**src/rtl/rs232_recv.sv**
```systemverilog
// 8N1 UART receiver with a small byte FIFO, valid/ready output stream and CTS# flow control.
// Define RS232_RECV_FRAMING_ERR_EN to add the framing_error pulse output.
module rs232_recv #(
  parameter int CLOCK_FREQ = 133000000,
  parameter int BAUD_RATE  = 12000000,
  parameter int DEPTH_LOG2 = 4,
  parameter int SLACK      = 4
) (
  input  logic       clock,
  input  logic       resetn,
  input  logic       rs232_txd,
  output logic       rs232_ctsn,
  output logic [7:0] data,
  output logic       valid,
  input  logic       ready
`ifdef RS232_RECV_FRAMING_ERR_EN
  , output logic     framing_error
`endif
);

  localparam int BIT   = (CLOCK_FREQ + BAUD_RATE / 2) / BAUD_RATE;
  localparam int HALF  = BIT / 2;
  localparam int CW    = $clog2(BIT);
  localparam int DEPTH = 1 << DEPTH_LOG2;
  localparam logic [DEPTH_LOG2:0] DEPTH_W = (DEPTH_LOG2 + 1)'(DEPTH);
  localparam logic [DEPTH_LOG2:0] SLACK_W = (DEPTH_LOG2 + 1)'(SLACK);

  // Handshake: a byte transfers on every cycle where valid and ready are both
  // high; data holds steady while valid is high and ready is low.

  typedef enum logic [1:0] {IDLE, START, DATA, STOP} state_t;

  state_t          state_q, state_d;
  logic [CW-1:0]   cnt_q, cnt_d;
  logic [2:0]      bit_q, bit_d;
  logic [7:0]      shreg_q, shreg_d;
  logic [1:0]      sync_q;
  logic            rxs;
  logic            tick;
  logic            push;

  // Synchronizer resets to the idle (high) line level.
  always_ff @(posedge clock or negedge resetn) begin
    if (!resetn) sync_q <= 2'b11;
    else         sync_q <= {sync_q[0], rs232_txd};
  end

  assign rxs  = sync_q[1];
  assign tick = (cnt_q == '0);

  always_ff @(posedge clock or negedge resetn) begin
    if (!resetn) begin
      state_q <= IDLE;
      cnt_q   <= '0;
      bit_q   <= '0;
      shreg_q <= '0;
    end else begin
      state_q <= state_d;
      cnt_q   <= cnt_d;
      bit_q   <= bit_d;
      shreg_q <= shreg_d;
    end
  end

  always_comb begin
    state_d = state_q;
    cnt_d   = cnt_q;
    bit_d   = bit_q;
    shreg_d = shreg_q;
    push    = 1'b0;
    case (state_q)
      IDLE: begin
        if (!rxs) begin
          cnt_d   = CW'(HALF - 1);
          state_d = START;
        end
      end
      START: begin
        if (!tick) begin
          cnt_d = cnt_q - 1'b1;
        end else if (!rxs) begin
          cnt_d   = CW'(BIT - 1);
          bit_d   = '0;
          state_d = DATA;
        end else begin
          state_d = IDLE;
        end
      end
      DATA: begin
        if (!tick) begin
          cnt_d = cnt_q - 1'b1;
        end else begin
          shreg_d = {rxs, shreg_q[7:1]};
          cnt_d   = CW'(BIT - 1);
          bit_d   = bit_q + 1'b1;
          if (bit_q == 3'd7) state_d = STOP;
        end
      end
      STOP: begin
        if (!tick) begin
          cnt_d = cnt_q - 1'b1;
        end else begin
          push    = rxs;
          state_d = IDLE;
        end
      end
      default: state_d = IDLE;
    endcase
  end

  // FIFO: pointers carry one extra bit so full and empty are distinguishable.
  logic [7:0]          mem [DEPTH];
  logic [DEPTH_LOG2:0] wr_q, rd_q, count, free;
  logic                full, push_ok, pop;

  assign count   = wr_q - rd_q;
  assign free    = DEPTH_W - count;
  assign full    = (count == DEPTH_W);
  assign valid   = (wr_q != rd_q);
  assign push_ok = push && !full;
  assign pop     = valid && ready;
  assign data    = valid ? mem[rd_q[DEPTH_LOG2-1:0]] : 8'h00;

  always_ff @(posedge clock) begin
    if (push_ok) mem[wr_q[DEPTH_LOG2-1:0]] <= shreg_q;
  end

  always_ff @(posedge clock or negedge resetn) begin
    if (!resetn) begin
      wr_q       <= '0;
      rd_q       <= '0;
      rs232_ctsn <= 1'b1;
    end else begin
      if (push_ok) wr_q <= wr_q + 1'b1;
      if (pop)     rd_q <= rd_q + 1'b1;
      rs232_ctsn <= (free <= SLACK_W);
    end
  end

`ifdef RS232_RECV_FRAMING_ERR_EN
  // Bad stop bit or a byte lost to a full FIFO.
  always_ff @(posedge clock or negedge resetn) begin
    if (!resetn) framing_error <= 1'b0;
    else         framing_error <= (state_q == STOP && tick && !rxs) || (push && full);
  end
`endif

endmodule

```
**config.mk**
```make
export PLATFORM = sky130hd
export DESIGN_NAME = rs232_recv
export DESIGN_NICKNAME = d
export VERILOG_FILES = /design/src/rtl/rs232_recv.sv
export SDC_FILE = /design/constraint.sdc
export NUM_CORES = 1
export LEC_CHECK = 0
export ABC_AREA = 1
export CAP_MARGIN = 25
export CORE_MARGIN = 4
export CORE_UTILIZATION = 56
export CTS_BUF_LIST = sky130_fd_sc_hd__clkbuf_16
export CTS_CLUSTER_SIZE = 16
export DETAILED_ROUTE_END_ITERATION = 16
export MAX_ROUTING_LAYER = met4
export PLACE_DENSITY = 0.76
export SLEW_MARGIN = 20
export SYNTH_ARGS = -nofsm -noshare
export SYNTH_HDL_FRONTEND = slang
export SYNTH_SLANG_ARGS = --single-unit
```
**constraint.sdc**
```tcl
create_clock -name clock -period 2.8 [get_ports clock]
set_input_delay 0.28 -clock clock [delete_from_list [all_inputs] [get_ports clock]]
set_output_delay 0.28 -clock clock [all_outputs]
set_load 0.05 [all_outputs]
```
==> impl_metrics.ini, run 1 <==
[worst_setup_path]
cp.arrival_ps = 2920
path_buf_inv = 4
cp_common_cell = inv_1
crit_chain = inv_1, ha_2, fa_2, xnor2_2, nor2_1, nand3_1, inv_1, ha_1, nor3_2, nand2_2, nor2_4, inv_4, nor2_2, buf_6
crit_path_top_delay_cell = fa_2
cp.required_ps = 2940
end_kind = flip-flop
cp_top_family = adder cells
cp-start-kind = flip-flop
critPathMaxFanout = 8
cpPeakStageDelay_ps = 420
reg2reg_slack_ps = 20
worstSetupPathType = reg -> reg

[clocking]
cts_tree = yes
hold_buffers = 0
cts.clk_slew.worst_paths_ps = 60
cts_buffer_depth = 2
numCtsBuffers = 17
root_buffer = clkbuf_16
clock_latency_ps = 420
clock_sinks = 158
cts-htree-levels = 4

[timing]
finalSetupViolCount = 0
clock-skew-final_ps = 9.043
finalMaxSlewViolations = 0
finalSetupTns_ps = 0
maxSlewHeadroom_pct = 36.77
worstMarginPinSlew_ps = 948.4
fin_ws_ps = 15.53
fmax_ghz = 0.3591
post-route-period-util_pct = 99.45
finalHoldViolCount = 0
fin_crit_ps = 2784
hold_slack_ps = 249.0

[routing]
post-route-drc-count = 0
totalWireLength_um = 16970
drtAntennaViolNets = 0
via_count = 5256
firstDrtPassIters = 6
initialDrtViolationCount = 544
avgViaCountPerCell = 5.396
wl_per_cell_um = 17.42

[power]
ir_drop_uv = 892.3
p_leak_uw = 0.003913
p_per_area_nw_per_um2 = 1152

[flow_run]
maxCapViolations = 0

[synth]
synth_cells = 738
avgSynthCellArea_sq_um = 9.843
synth_ff_type = edfxtp_1
postSynth.asyncResetShare_pct = 18.99
synth-edff-count = 128
syn_area_sq_um = 7264
ys_types = 30
synth-seq-cells = 158
ys_warn_count = 0
yosysSeqAreaShare_pct = 63.30
syn_nets = 762

[floorplanning]
die_w_um = 121.9
io_pins = 14
core_area_sq_um = 12670
start_util_pct = 57.33
chipHeight_um = 121.9
row_count = 41
die_area_sq_um = 14860

[min_path]
min_path_type = in -> async

[global_routing]
grt_max_degree = 68
grt_usage_pct = 24.77
antenna_found_initial = 0
grt_overflow = 0
grt_pass1_wl_um = 26510
first_global_vias = 5222

[place]
place_worst_setup_slack_ps = -186.2
place.gp.congestion = 0.9387
numPortBuffers = 13
placedCellCount = 934
hpwl_um = 10640

[outcome]
status = completed

[finish]
final_nets = 813
final_cell_mix = 254 x nand2_1, 128 x edfxtp_1, 112 x inv_1
drive_gt1_share_pct = 13.84
antenna_cells = 0
stdcell_count = 974
syn2layout_area_growth_pct = 18.38
final_util_pct = 67.87
final_common_cell = nand2_1
report_power, final:
part           total, uW  switching, uW  internal (uW)
Sequential          3310            407           2900
Clock               2430            872           1560
Combinational       4160           2550           1610
Total               9910           3830           6080
synthesized netlist by cell type, types with 3 or more instances:
cell type | n | area, sq um
nand2_1 | 257 | 964.7
edfxtp_1 | 128 | 3844
inv_1 | 110 | 412.9
nand3_1 | 75 | 375.4
dfrtp_1 | 27 | 675.7
nor2_1 | 27 | 101.4
ha_1 | 19 | 237.7
a21oi_1 | 16 | 80.08
o21ai_1 | 13 | 65.06
buf_2 | 12 | 60.06
inv_2 | 10 | 37.54
xor2_1 | 8 | 70.07
buf_4 | 6 | 45.04
xnor2_1 | 5 | 43.79
o21ai_0 | 4 | 20.02
buf_6 | 3 | 33.78
dfstp_2 | 3 | 78.83
cell type report:
| type | count | area, sq um |
|---|---|---|
| clock buffers | 17 | 425.4 |
| multi-input cells | 436 | 2132 |
| flip-flops and latches | 158 | 4599 |
| inverters | 121 | 460.4 |
| repair buffers | 55 | 563.0 |
| fillers | 902 | 4071 |
| well taps | 172 | 215.2 |
| clock inverters | 15 | 203.9 |
cell families after synthesis:
logic type	share of synthesized area [%]
DFF	63.30
AOI/OAI and AO/OA	2.584
muxes	0.1550
adders and majority gates	3.548
buffers and inverters	8.284
and+or+nand+nor	20.57
xor gates and xnor gates	1.567
metal layers:
layer,wire [um],vias up,GRT usage [%]
met5,0,-,-
met4,435,0,11.06
met3,1135,45,4.968
met2,8726,240,40.75
met1,6671,2511,29.83
li1,-,2460,-
sequential cells by signal (all words and copies together) (netlist names), named ones only:
register    cells
rs232_ctsn      1
state_q         1
mem           128
bit_q           3
shreg_q         8
wr_q            5
cnt_q           4
rd_q            5
sync_q          2
what timing repair did:
item                       CTS  global route
gates resized for setup      7            20
pin swaps                    1             5
setup buffers                6             2
setup endpoints to repair  136           136
through the flow:
stage	total power, uW	area [sq um]
3_5_place_dp	7156	7818
2_1_floorplan	5636	7272
5_1_grt	10400	8600
3_3_place_gp	7038	7818
4_1_cts	9771	8516
6_report	9907	8600
worst paths after layout:
check	startpoint	end	cells after the start
worst max-delay path	wr_q[0]$_DFFE_PN0P_	mem[3][0]$_DFFE_PP_	14
worst min-delay path	resetn	rd_q[2]$_DFFE_PN0P_	2
worst max register to register	wr_q[0]$_DFFE_PN0P_	mem[3][0]$_DFFE_PP_	14
worst min register to register	sync_q[0]$_DFF_PN1_	sync_q[1]$_DFF_PN1_	0
max in group asynchronous	resetn	sync_q[0]$_DFF_PN1_	2
min in group clock	rs232_txd	sync_q[0]$_DFF_PN1_	1
Power figures use the tool's default switching activity.
==> run 2: changes to the inputs <==
--- a/config.mk
+++ b/config.mk
@@ -8,12 +8,12 @@
 export ABC_AREA = 1
 export CAP_MARGIN = 25
 export CORE_MARGIN = 4
-export CORE_UTILIZATION = 56
+export CORE_UTILIZATION = 60
 export CTS_BUF_LIST = sky130_fd_sc_hd__clkbuf_16
 export CTS_CLUSTER_SIZE = 16
 export DETAILED_ROUTE_END_ITERATION = 16
 export MAX_ROUTING_LAYER = met4
-export PLACE_DENSITY = 0.76
+export PLACE_DENSITY = 0.77
 export SLEW_MARGIN = 20
 export SYNTH_ARGS = -nofsm -noshare
 export SYNTH_HDL_FRONTEND = slang
==> constraint.sdc (replaced) <==
create_clock -name clock -period 2.6 [get_ports clock]
set_input_delay 0.26 -clock clock [delete_from_list [all_inputs] [get_ports clock]]
set_output_delay 0.26 -clock clock [all_outputs]
set_load 0.05 [all_outputs]
==> impl_metrics.ini, run 2 (synthesis gave the netlist of run 1 again) <==
[clocking]
numCtsBuffers = 17
hold_buffers = 0
root_buffer = clkbuf_16
clock_sinks = 158
clock_latency_ps = 420
cts.clk_slew.worst_paths_ps = 60
cts-htree-levels = 4
cts_buffer_depth = 2
cts_tree = yes

[timing]
post-route-period-util_pct = 101.1
finalSetupViolCount = 37
hold_slack_ps = 217.4
clock-skew-final_ps = 5.973
finalMaxSlewViolations = 0
fin_ws_ps = -29.22
rsz0062_at_grt = true
fmax_ghz = 0.3803
worstMarginPinSlew_ps = 941.9
finalHoldViolCount = 0
fin_crit_ps = 2629
maxSlewHeadroom_pct = 37.21

[worst_setup_path]
cp.required_ps = 2710
crit_path_top_delay_cell = dfrtp_2
worstSetupPathType = reg -> reg
crit_chain = ha_4, fa_2, xnor2_2, nor2_4, nand3_4, inv_2, ha_4, nor3_4, nand2_2, clkinv_4, nand2_8, nor2_4
cpPeakStageDelay_ps = 430
end_kind = flip-flop
cp.arrival_ps = 2740
cp_top_family = simple AND/OR/NAND/NOR gates
cp-start-kind = flip-flop
path_buf_inv = 2
critPathMaxFanout = 8

[place]
numPortBuffers = 13
hpwl_um = 10520
place.gp.congestion = 0.9207

[floorplanning]
chipHeight_um = 118.0
die_w_um = 118.0
die_area_sq_um = 13930
start_util_pct = 62.55
row_count = 39
core_area_sq_um = 11610
io_pins = 14

[flow_run]
maxCapViolations = 0

[finish]
syn2layout_area_growth_pct = 20.67
drive_gt1_share_pct = 16.62
final_cell_mix = 252 x nand2_1, 128 x edfxtp_1, 110 x inv_1
final_nets = 805
antenna_cells = 0
final_common_cell = nand2_1
largest_reg_flops = 128

[power]
power_uw = 10980
p_per_area_nw_per_um2 = 1252
p_leak_uw = 0.003864
ir_drop_uv = 820.0

[global_routing]
grt_pass1_wl_um = 26810
first_global_vias = 5276
grt_overflow = 0
grt_usage_pct = 26.16
grt_max_degree = 35
antenna_found_initial = 0

[routing]
post-route-drc-count = 0
avgViaCountPerCell = 5.624
via_count = 5270
initialDrtViolationCount = 622
firstDrtPassIters = 5
drtAntennaViolNets = 0
wl_per_cell_um = 18.68
totalWireLength_um = 17500

[min_path]
min_path_type = in -> async

[outcome]
failed_checks = setup timing
status = complete, but fails checks
-- run 2: cell count changes in the layout (fill, tap and decap cells not counted), moves of 6 or more --
cell     previous run  this run
nor2_4              4        18
nor2_1             21        10
buf_4              37        27
a21oi_1            14         7
a21oi_2             2         8
-- run 2: what timing repair did --
action	in CTS	in global routing
gates resized for setup	15	30
setup buffers	10	2
pin swaps	13	10
gates cloned	1	2
endpoints found under the setup margin	136	138
-- run 2: worst paths after layout --
path	slack, ps	from	cells after the start	to
min in group clock	240	rs232_txd	1	sync_q[0]$_DFF_PN1_
worst max-delay path	-30	rd_q[0]$_DFFE_PN0P_	12	mem[10][0]$_DFFE_PP_
worst min-delay path	220	resetn	2	cnt_q[1]$_DFFE_PN0P_
max in group asynchronous	2060	resetn	2	sync_q[1]$_DFF_PN1_
worst max register to register	-30	rd_q[0]$_DFFE_PN0P_	12	mem[10][0]$_DFFE_PP_
worst min register to register	360	sync_q[0]$_DFF_PN1_	0	sync_q[1]$_DFF_PN1_
-- run 2: layout make-up --
cell class | instances | area, sq um
clock buffer | 17 | 425.4
clock inverter | 15 | 171.4
fill | 721 | 2848
inverter | 121 | 467.9
multi-input combinational | 436 | 2345
sequential | 158 | 4601
tap | 143 | 178.9
timing repair buffer | 47 | 576.8
-- run 2: per-stage QoR --
stage | instances | util (%) | cell area (sq um) | setup WS (ps) | setup TNS, ps
finish | 937 | 75.48 | 8766 | -29.22 | -423.1
global route | 937 | 75.48 | 8766 | -132.1 | -8492
CTS | 934 | 74.01 | 8596 | -66.29 | -3508
detailed placement | 891 | 67.28 | 7814 | -190.1 | -18900
global placement | 891 | 67.28 | 7814 | -88.03 | -6538
floorplan | 738 | - | 7416 | -221.9 | -2240
-- run 2: power breakdown --
group	switching, uW	internal, uW	total [uW]
Sequential	453	3130	3580
Combinational	2940	1960	4900
Clock	990	1510	2500
-- run 2: layer usage --
metal	part of all wire, %	wire length, um	GRT usage, %	vias up
li1	-	-	-	2451
met1	38	6705	31.62	2479
met2	50	8805	42.22	290
met3	8.8	1544	6.776	50
met4	2.5	446	10.70	0
met5	0	0	-	-
